## src/rtl/mem_access_unit.sv

```systemverilog
// Load/store sequencer driving DataMemory: sub-word RMW, lane extract/extend, alignment check.
// Latency accept->RespValid: error 1, load 2, word store 3, sub-word store 4 cycles.
// ReqReady only in IDLE; RespValid is a one-cycle pulse with no backpressure.
module mem_access_unit #(
    parameter int ADDR_W = 32,
    parameter int DATA_W = 32
) (
    input  logic              clk,
    input  logic              rst_n,
    input  logic              ReqValid,
    output logic              ReqReady,
    input  logic              ReqWrite,
    input  logic [1:0]        ReqSize,
    input  logic              ReqSigned,
    input  logic [ADDR_W-1:0] ReqAddr,
    input  logic [DATA_W-1:0] ReqWData,
    output logic              RespValid,
    output logic [DATA_W-1:0] RespData,
    output logic              Misaligned,
    output logic [ADDR_W-1:0] Address,
    output logic [DATA_W-1:0] WriteData,
    output logic              MemRead,
    output logic              MemWrite,
    input  logic [DATA_W-1:0] ReadData
);

    typedef enum logic [2:0] {IDLE, RD, RMW_RD, WR_SETUP, WR, RESP, ERR} state_t;

    state_t            state, nextState;
    logic [1:0]        sizeQ;
    logic [1:0]        laneQ;
    logic              signedQ;
    logic [DATA_W-1:0] wdataQ;
    logic              accept;
    logic              reqMisaligned;
    logic [DATA_W-1:0] shifted;
    logic [DATA_W-1:0] loadData;
    logic [DATA_W-1:0] mergeData;

    assign accept = (state == IDLE) && ReqValid;

    always_comb begin
        reqMisaligned = 1'b0;
        case (ReqSize)
            2'b00:   reqMisaligned = 1'b0;
            2'b01:   reqMisaligned = ReqAddr[0];
            2'b10:   reqMisaligned = (ReqAddr[1:0] != 2'b00);
            default: reqMisaligned = 1'b1;
        endcase
    end

    always_comb begin
        nextState = state;
        case (state)
            IDLE: begin
                if (ReqValid) begin
                    if (reqMisaligned)        nextState = ERR;
                    else if (!ReqWrite)       nextState = RD;
                    else if (ReqSize == 2'b10) nextState = WR_SETUP;
                    else                      nextState = RMW_RD;
                end
            end
            RD:       nextState = RESP;
            RMW_RD:   nextState = WR_SETUP;
            WR_SETUP: nextState = WR;
            WR:       nextState = RESP;
            RESP:     nextState = IDLE;
            ERR:      nextState = IDLE;
            default:  nextState = IDLE;
        endcase
    end

    // Lane extraction: aligned requests guarantee the shifted lane sits in the low bits.
    always_comb begin
        shifted  = ReadData >> {laneQ, 3'b000};
        loadData = ReadData;
        case (sizeQ)
            2'b00:   loadData = {{24{signedQ & shifted[7]}}, shifted[7:0]};
            2'b01:   loadData = {{16{signedQ & shifted[15]}}, shifted[15:0]};
            default: loadData = ReadData;
        endcase
    end

    always_comb begin
        mergeData = ReadData;
        if (sizeQ == 2'b00)
            mergeData[{laneQ, 3'b000} +: 8] = wdataQ[7:0];
        else
            mergeData[{laneQ[1], 4'b0000} +: 16] = wdataQ[15:0];
    end

    // Outputs are registered from nextState so MemWrite only rises after Address/WriteData settled.
    always_ff @(posedge clk or negedge rst_n) begin
        if (!rst_n) begin
            state      <= IDLE;
            ReqReady   <= 1'b1;
            RespValid  <= 1'b0;
            RespData   <= '0;
            Misaligned <= 1'b0;
            Address    <= '0;
            WriteData  <= '0;
            MemRead    <= 1'b0;
            MemWrite   <= 1'b0;
            sizeQ      <= 2'b00;
            laneQ      <= 2'b00;
            signedQ    <= 1'b0;
            wdataQ     <= '0;
        end else begin
            state      <= nextState;
            ReqReady   <= (nextState == IDLE);
            RespValid  <= (nextState == RESP) || (nextState == ERR);
            Misaligned <= (nextState == ERR);
            MemRead    <= (nextState == RD) || (nextState == RMW_RD);
            MemWrite   <= (nextState == WR);
            RespData   <= (state == RD) ? loadData : '0;
            if (accept) begin
                Address <= {ReqAddr[ADDR_W-1:2], 2'b00};
                sizeQ   <= ReqSize;
                laneQ   <= ReqAddr[1:0];
                signedQ <= ReqSigned;
                wdataQ  <= ReqWData;
            end
            if (nextState == WR_SETUP)
                WriteData <= (state == IDLE) ? ReqWData : mergeData;
        end
    end

endmodule

```

## config.mk

```make
export PLATFORM = sky130hd
export DESIGN_NAME = mem_access_unit
export DESIGN_NICKNAME = d
export VERILOG_FILES = /design/src/rtl/mem_access_unit.sv
export SDC_FILE = /design/constraint.sdc
export NUM_CORES = 1
export LEC_CHECK = 0
export CORE_ASPECT_RATIO = 1.1
export CORE_UTILIZATION = 50
export DETAILED_ROUTE_END_ITERATION = 12
export PLACE_DENSITY = 0.93
export RECOVER_POWER = 100
export SETUP_SLACK_MARGIN = 0.05
export SLEW_MARGIN = 20
export SYNTH_ARGS = -nofsm -noshare
export SYNTH_HDL_FRONTEND = slang
export SYNTH_SLANG_ARGS = --single-unit
```

## constraint.sdc

```tcl
create_clock -name clk -period 3.9 [get_ports clk]
set_clock_uncertainty 0.1 [all_clocks]
set_input_delay 0.78 -clock clk [delete_from_list [all_inputs] [get_ports clk]]
set_output_delay 0.78 -clock clk [all_outputs]
set_load 0.03 [all_outputs]
```

* Word-level counts from Yosys, hierarchy flattened
Index checks and enable logic that the tools add are counted.
Operators by class: equality and inequality tests 13, muxes and demuxes 12, add/sub/neg operators 2, reductions and logical operators 9, bitwise gates (word level) 2, shifts and indexed selects 5
Operators with widths (number):
- 32-bit 2-to-1 mux | 3
- 32-bit bitwise mux | 2
- 32-bit one-hot mux with 2 select lines | 1
- 16-bit by 7-bit variable shift with 32-bit output (first input constant) | 1
- 8-bit by 7-bit variable shift with 32-bit output (first input constant) | 1
- 16-bit by 7-bit indexed part select with 32-bit output | 1
- 8-bit by 7-bit indexed part select with 32-bit output | 1
- 32-bit by 5-bit right shift with 16-bit output | 1
- 5-bit negation with 7-bit output | 2
- 3-bit by 2-bit == test with 1-bit output (second input constant) | 4
- 3-bit == test (second input constant) | 4
- 3-bit one-hot mux with 4 select lines | 1
- 3-bit by 1-bit == test with 1-bit output (second input constant) | 2
- 3-bit logical NOT | 2
- 3-bit 2-to-1 mux | 2
- 2-bit by 1-bit == test with 1-bit output (second input constant) | 2
- 2-bit logical NOT | 2
- 1-bit one-hot mux with 3 select lines | 1
- 1-bit AND | 2
- 2-bit == test (second input constant) | 1
- 1-bit logical OR | 2
- 2-bit 2-to-1 mux | 1
- 2-bit nonzero test | 1
- 2-bit OR reduction | 1
- 2 further kinds | 2
Storage, ports and cells: output and inout bits 101, flip-flop bits (word level) 123

* Depth between registers and ports, before layout
depth in word-level cells 8, gate-level depth with buffers 9

* Worst setup path after synthesis
No wires, ideal clock.
path type input to register, start point input port ReqSize[0], end point register WriteData[0], path slack 1.638 ns, arrival time 2.066 ns, stages on the path 5, data required time 3.705 ns, setup time 0.095 ns, path through or4b_4 -> o21ai_4 -> nand2_2 -> buf_6 -> o31ai_1
On the way: word-level cells in the longest chain between the ends 7, elaborated cells between the ends (all ways) 10, classes of those cells eq/ne (3); mux (6); reduce/logical (1)
RTL lines:
- start: declaration | line 13 | input logic [1:0] ReqSize,
- 2-bit == test | line 44, 59
- 1-bit 2-to-1 mux | line 59 | else if (ReqSize == 2'b10) nextState = WR_SETUP;
- 2-bit 2-to-1 mux | line 58 | else if (!ReqWrite) nextState = RD;
- 3-bit 2-to-1 mux * | line 57 | if (reqMisaligned) nextState = ERR;
- 3-bit 2-to-1 mux * | line 56 | if (ReqValid) begin
- 3-bit one-hot mux with 4 select lines * | line 54 | case (state)
- 3-bit by 2-bit == test with 1-bit output * | line 123 | if (nextState == WR_SETUP)
- end signal: assignment | line 124 | WriteData <= (state == IDLE) ? ReqWData : mergeData;
- end: declaration | line 21 | output logic [DATA_W-1:0] WriteData,
Every way passes the cells marked *; elsewhere a longest branch is shown, timed or not. A chain may end at the register's enable or synchronous reset.

* Worst setup path in the final report
start point input port ReqValid, end point register sizeQ[0]
On the way: word-level cells in the longest chain between the ends 1
RTL lines:
- start: declaration | line 10 | input logic ReqValid,
- 1-bit logical AND | line 40 | assign accept = (state == IDLE) && ReqValid;
- end signal: assignment | line 118 | sizeQ <= ReqSize;
- end: declaration | line 30 | logic [1:0] sizeQ;
Every way passes these cells.

==> results.txt <==
----------------------------------------------------
[Run status]
  Outcome ... complete, but fails checks
  Failing checks ... max-capacitance violations, max-slew violations

[STA]
  Hold Fails Final Rpt ... 0
  Final count of negative-setup-slack endpoints ... 0
  Transition time at the pin with the least slew margin ... 1.91 ns
  Final-layout setup total negative slack ... 0 ns
  Unrepaired setup endpoints after global routing ... no
  Final Cycle Share ... 81.7%
  Achievable clock frequency ... 314 MHz
  Total count of max-transition violations in the final report ... 125
  Max-slew headroom ... -27.5%
  Post-layout minimum cycle time ... 3.19 ns
  Setup ws final ... 0.714 ns
  Worst-case hold slack ... 0.302 ns

[Synth]
  Fraction of post-synthesis cell area in the top cell type by area ... 50.2%
  Top area cells in the synthesized netlist ... sky130_fd_sc_hd__dfrtp_1 (50%), sky130_fd_sc_hd__nand2_1 (9.4%), sky130_fd_sc_hd__mux2i_1 (5.9%)
  Top_reg_cell synth ... sky130_fd_sc_hd__dfrtp_1
  Post-synthesis instance area ... 6090 µm²
  Number of enable flip-flop cells after synthesis ... 0
  Sequential area share after synthesis ... 50.6%
  Synthesized instance count ... 630
  Flip-flop and latch count after synthesis ... 123
  Syn avg cell area ... 9.66 µm²
  Count leader, synth ... sky130_fd_sc_hd__nand2_1
  Share of flip-flops with an asynchronous set or reset ... 100%
  Dominant cell type by area after synthesis ... sky130_fd_sc_hd__dfrtp_1
  Netlist cell types ... 51
  Total of warnings raised by yosys ... 0
  Synth cell count leaders ... sky130_fd_sc_hd__nand2_1 (153), sky130_fd_sc_hd__dfrtp_1 (122), sky130_fd_sc_hd__a21oi_1 (64), sky130_fd_sc_hd__mux2i_1 (36), sky130_fd_sc_hd__clkbuf_1 (34)

[Routing]
  Vias/cell ... 6.08
  Total iterations of the first detailed-routing run ... 5
  Post-route antenna net violation count ... 0
  Number of DRC violations after detailed routing ... 0
  Wire length per cell after detailed routing ... 20.5 µm
  Routed wire length ... 20.0 mm
  Total number of vias ... 5,924
  DRT iter0 DRCs ... 509

[Clock tree]
  Clock network latency to the later pin of the worst-skew pair ... 0.41 ns
  # H-tree levels ... 4
  Post-cts gate resize count ... 0
  Root Buffer ... sky130_fd_sc_hd__clkbuf_16
  TritonCTS Buffers ... 17
  Postcts setup bufs ... 0
  CTS sink cnt ... 123
  Number of buffers inserted for hold repair after clock tree synthesis ... 0
  Clock tree from TritonCTS ... yes
  Maximum clock insertion buffer count ... 2
  Clock transition time at the flip-flop clock pins of the worst setup and hold paths ... 0.06 ns

[Die]
  Initial standard-cell utilization of the core ... 52.3%
  Io pins ... 204
  Area of the core region ... 11,600 µm²
  Number of placement rows ... 41
  Die Footprint ... 12,600 µm²
  X dimension of the die ... 107 µm
  Chip Height ... 118 µm

[Final layout]
  Layout overhead on the synthesized area ... 43.9%
  Total number of nets in the final design ... 919
  Fraction of layout instances using a drive strength above 1 ... 6.80%
  Number of diodes added for antenna fixing ... 0
  Utilization after layout ... 75.2%

[GRT]
  Number of global-route vias before repair ... 6,002
  Global routing usage summed across all routing layers ... 33.3%
  Global-route wire length before repair ... 32.2 mm
  Maximum number of pins on one net before global-route repair ... 69
  Initial antenna violation count ... 0
  Remaining global-route overflow ... 0

[Critical path]
  Type of destination of the critical path ... flip-flop
  Crit Path Class ... primary input to flip-flop
  Critical Path AT ... 3.38 ns
  Sort of element at the start of the critical path ... primary input
  Req. time, crit path ... 4.10 ns
  Flop2flop setup slack ... 0.92 ns
  R2r worst-path depth ... 5
  Biggest fanout along the worst timing path ... 55

[Job]
  Number of maximum-capacitance constraint violations ... 2

[Place]
  Worst setup timing slack at the placement stage ... 0.662 ns
  Placer congestion estimate ... 0.896
  PortBufs ... 201
  Half-perimeter wire length of the detailed placement result ... 14.0 mm

[Pwr]
  Total power of the final layout ... 8.03 mW
  Worst ir drop on vdd ... 0.532 mV
  Leakage power ... 4.16 nW
  P per Cell Area ... 917 nW/µm²

[Min path]
  Path class of the lowest-slack min-delay path ... primary input to async pin

----------------------------------------------------
cells in the final DEF, fill, tap and decap left out, types with 2 or more instances in the layout:
master	n
sky130_fd_sc_hd__nand2b_1	4
sky130_fd_sc_hd__a221oi_1	16
sky130_fd_sc_hd__ha_1	5
sky130_fd_sc_hd__bufinv_16	4
sky130_fd_sc_hd__a22oi_1	23
sky130_fd_sc_hd__clkdlybuf4s50_1	98
sky130_fd_sc_hd__clkbuf_8	2
sky130_fd_sc_hd__a221o_1	16
sky130_fd_sc_hd__clkinv_4	6
sky130_fd_sc_hd__o21ai_0	22
sky130_fd_sc_hd__clkinvlp_4	2
sky130_fd_sc_hd__o221a_2	7
sky130_fd_sc_hd__a21oi_1	64
sky130_fd_sc_hd__o31ai_1	17
sky130_fd_sc_hd__or2_2	2
sky130_fd_sc_hd__clkbuf_1	2
sky130_fd_sc_hd__conb_1	2
sky130_fd_sc_hd__buf_4	6
sky130_fd_sc_hd__dfrtp_1	122
sky130_fd_sc_hd__a31oi_1	3
sky130_fd_sc_hd__nand2_1	154
sky130_fd_sc_hd__nor2_1	31
sky130_fd_sc_hd__o2bb2ai_1	7
sky130_fd_sc_hd__a21o_1	17
sky130_fd_sc_hd__or3_1	3
sky130_fd_sc_hd__inv_1	6
sky130_fd_sc_hd__mux2i_1	36
sky130_fd_sc_hd__dlygate4sd3_1	102
sky130_fd_sc_hd__clkbuf_16	17
worst max-delay path: stages:
cell,delay (ns)
sky130_fd_sc_hd__dlygate4sd3_1,0.66
sky130_fd_sc_hd__and2_1,1.46
sky130_fd_sc_hd__nand2_1,0.29
sky130_fd_sc_hd__o21ai_0,0.18
per-layer routing:
metal,vias up,routed length (µm),global-route usage (%)
met4,0,682,14.0
met5,-,0,0
met2,371,9840,54.8
li1,2637,-,-
met1,2859,7570,41.4
met3,57,1920,8.42
layout make-up:
cell class,count,area (µm²)
inverter,6,22.5
fill,795,2890
clock buffer,19,453
timing repair buffer,209,2060
sequential,123,3080
clock inverter,13,193
tap,150,188
multi-input combinational,454,2770
worst paths after layout:
check,from,to
max,ReqValid,sizeQ[0]
min,rst_n,RespData[24]
max reg2reg,laneQ[0],WriteData[4]
min reg2reg,Address[6],Address[6]
max in group asynchronous,rst_n,laneQ[0]
min in group clk,Address[6],Address[6]
cells by family after synthesis:
| logic type | share of synthesized area, % |
|---|---|
| flops | 50.6 |
| mux | 6.29 |
| fa+ha+maj | 1.19 |
| other cells | 0.0616 |
| compound gates | 23.4 |
| buf+inv | 3.95 |
| simple gates | 14.5 |
power breakdown:
group / switching, mW / internal [mW] / total (mW) / leakage [nW]
Clock: 0.602 / 1.11 / 1.71 / 0.309
Sequential: 0.441 / 1.82 / 2.26 / 1.56
Combinational: 2.56 / 1.51 / 4.06 / 2.29
Total: 3.60 / 4.44 / 8.03 / 4.16
per-stage QoR:
stage | cell area (µm²) | std cells
after floorplan | 6090 | 631
after global placement | 8150 | 942
after detailed placement | 8150 | 942
after CTS | 8800 | 974
after global routing | 8760 | 974
final | 8760 | 974
registers in the layout, indices dropped and copies added (netlist names):
name / flops
sizeQ: 2
ReqReady: 1
MemWrite: 1
Misaligned: 1
state: 3
laneQ: 2
RespData: 32
signedQ: 1
RespValid: 1
Address: 30
MemRead: 1
wdataQ: 16
WriteData: 32
Power figures use the tool's default switching activity.
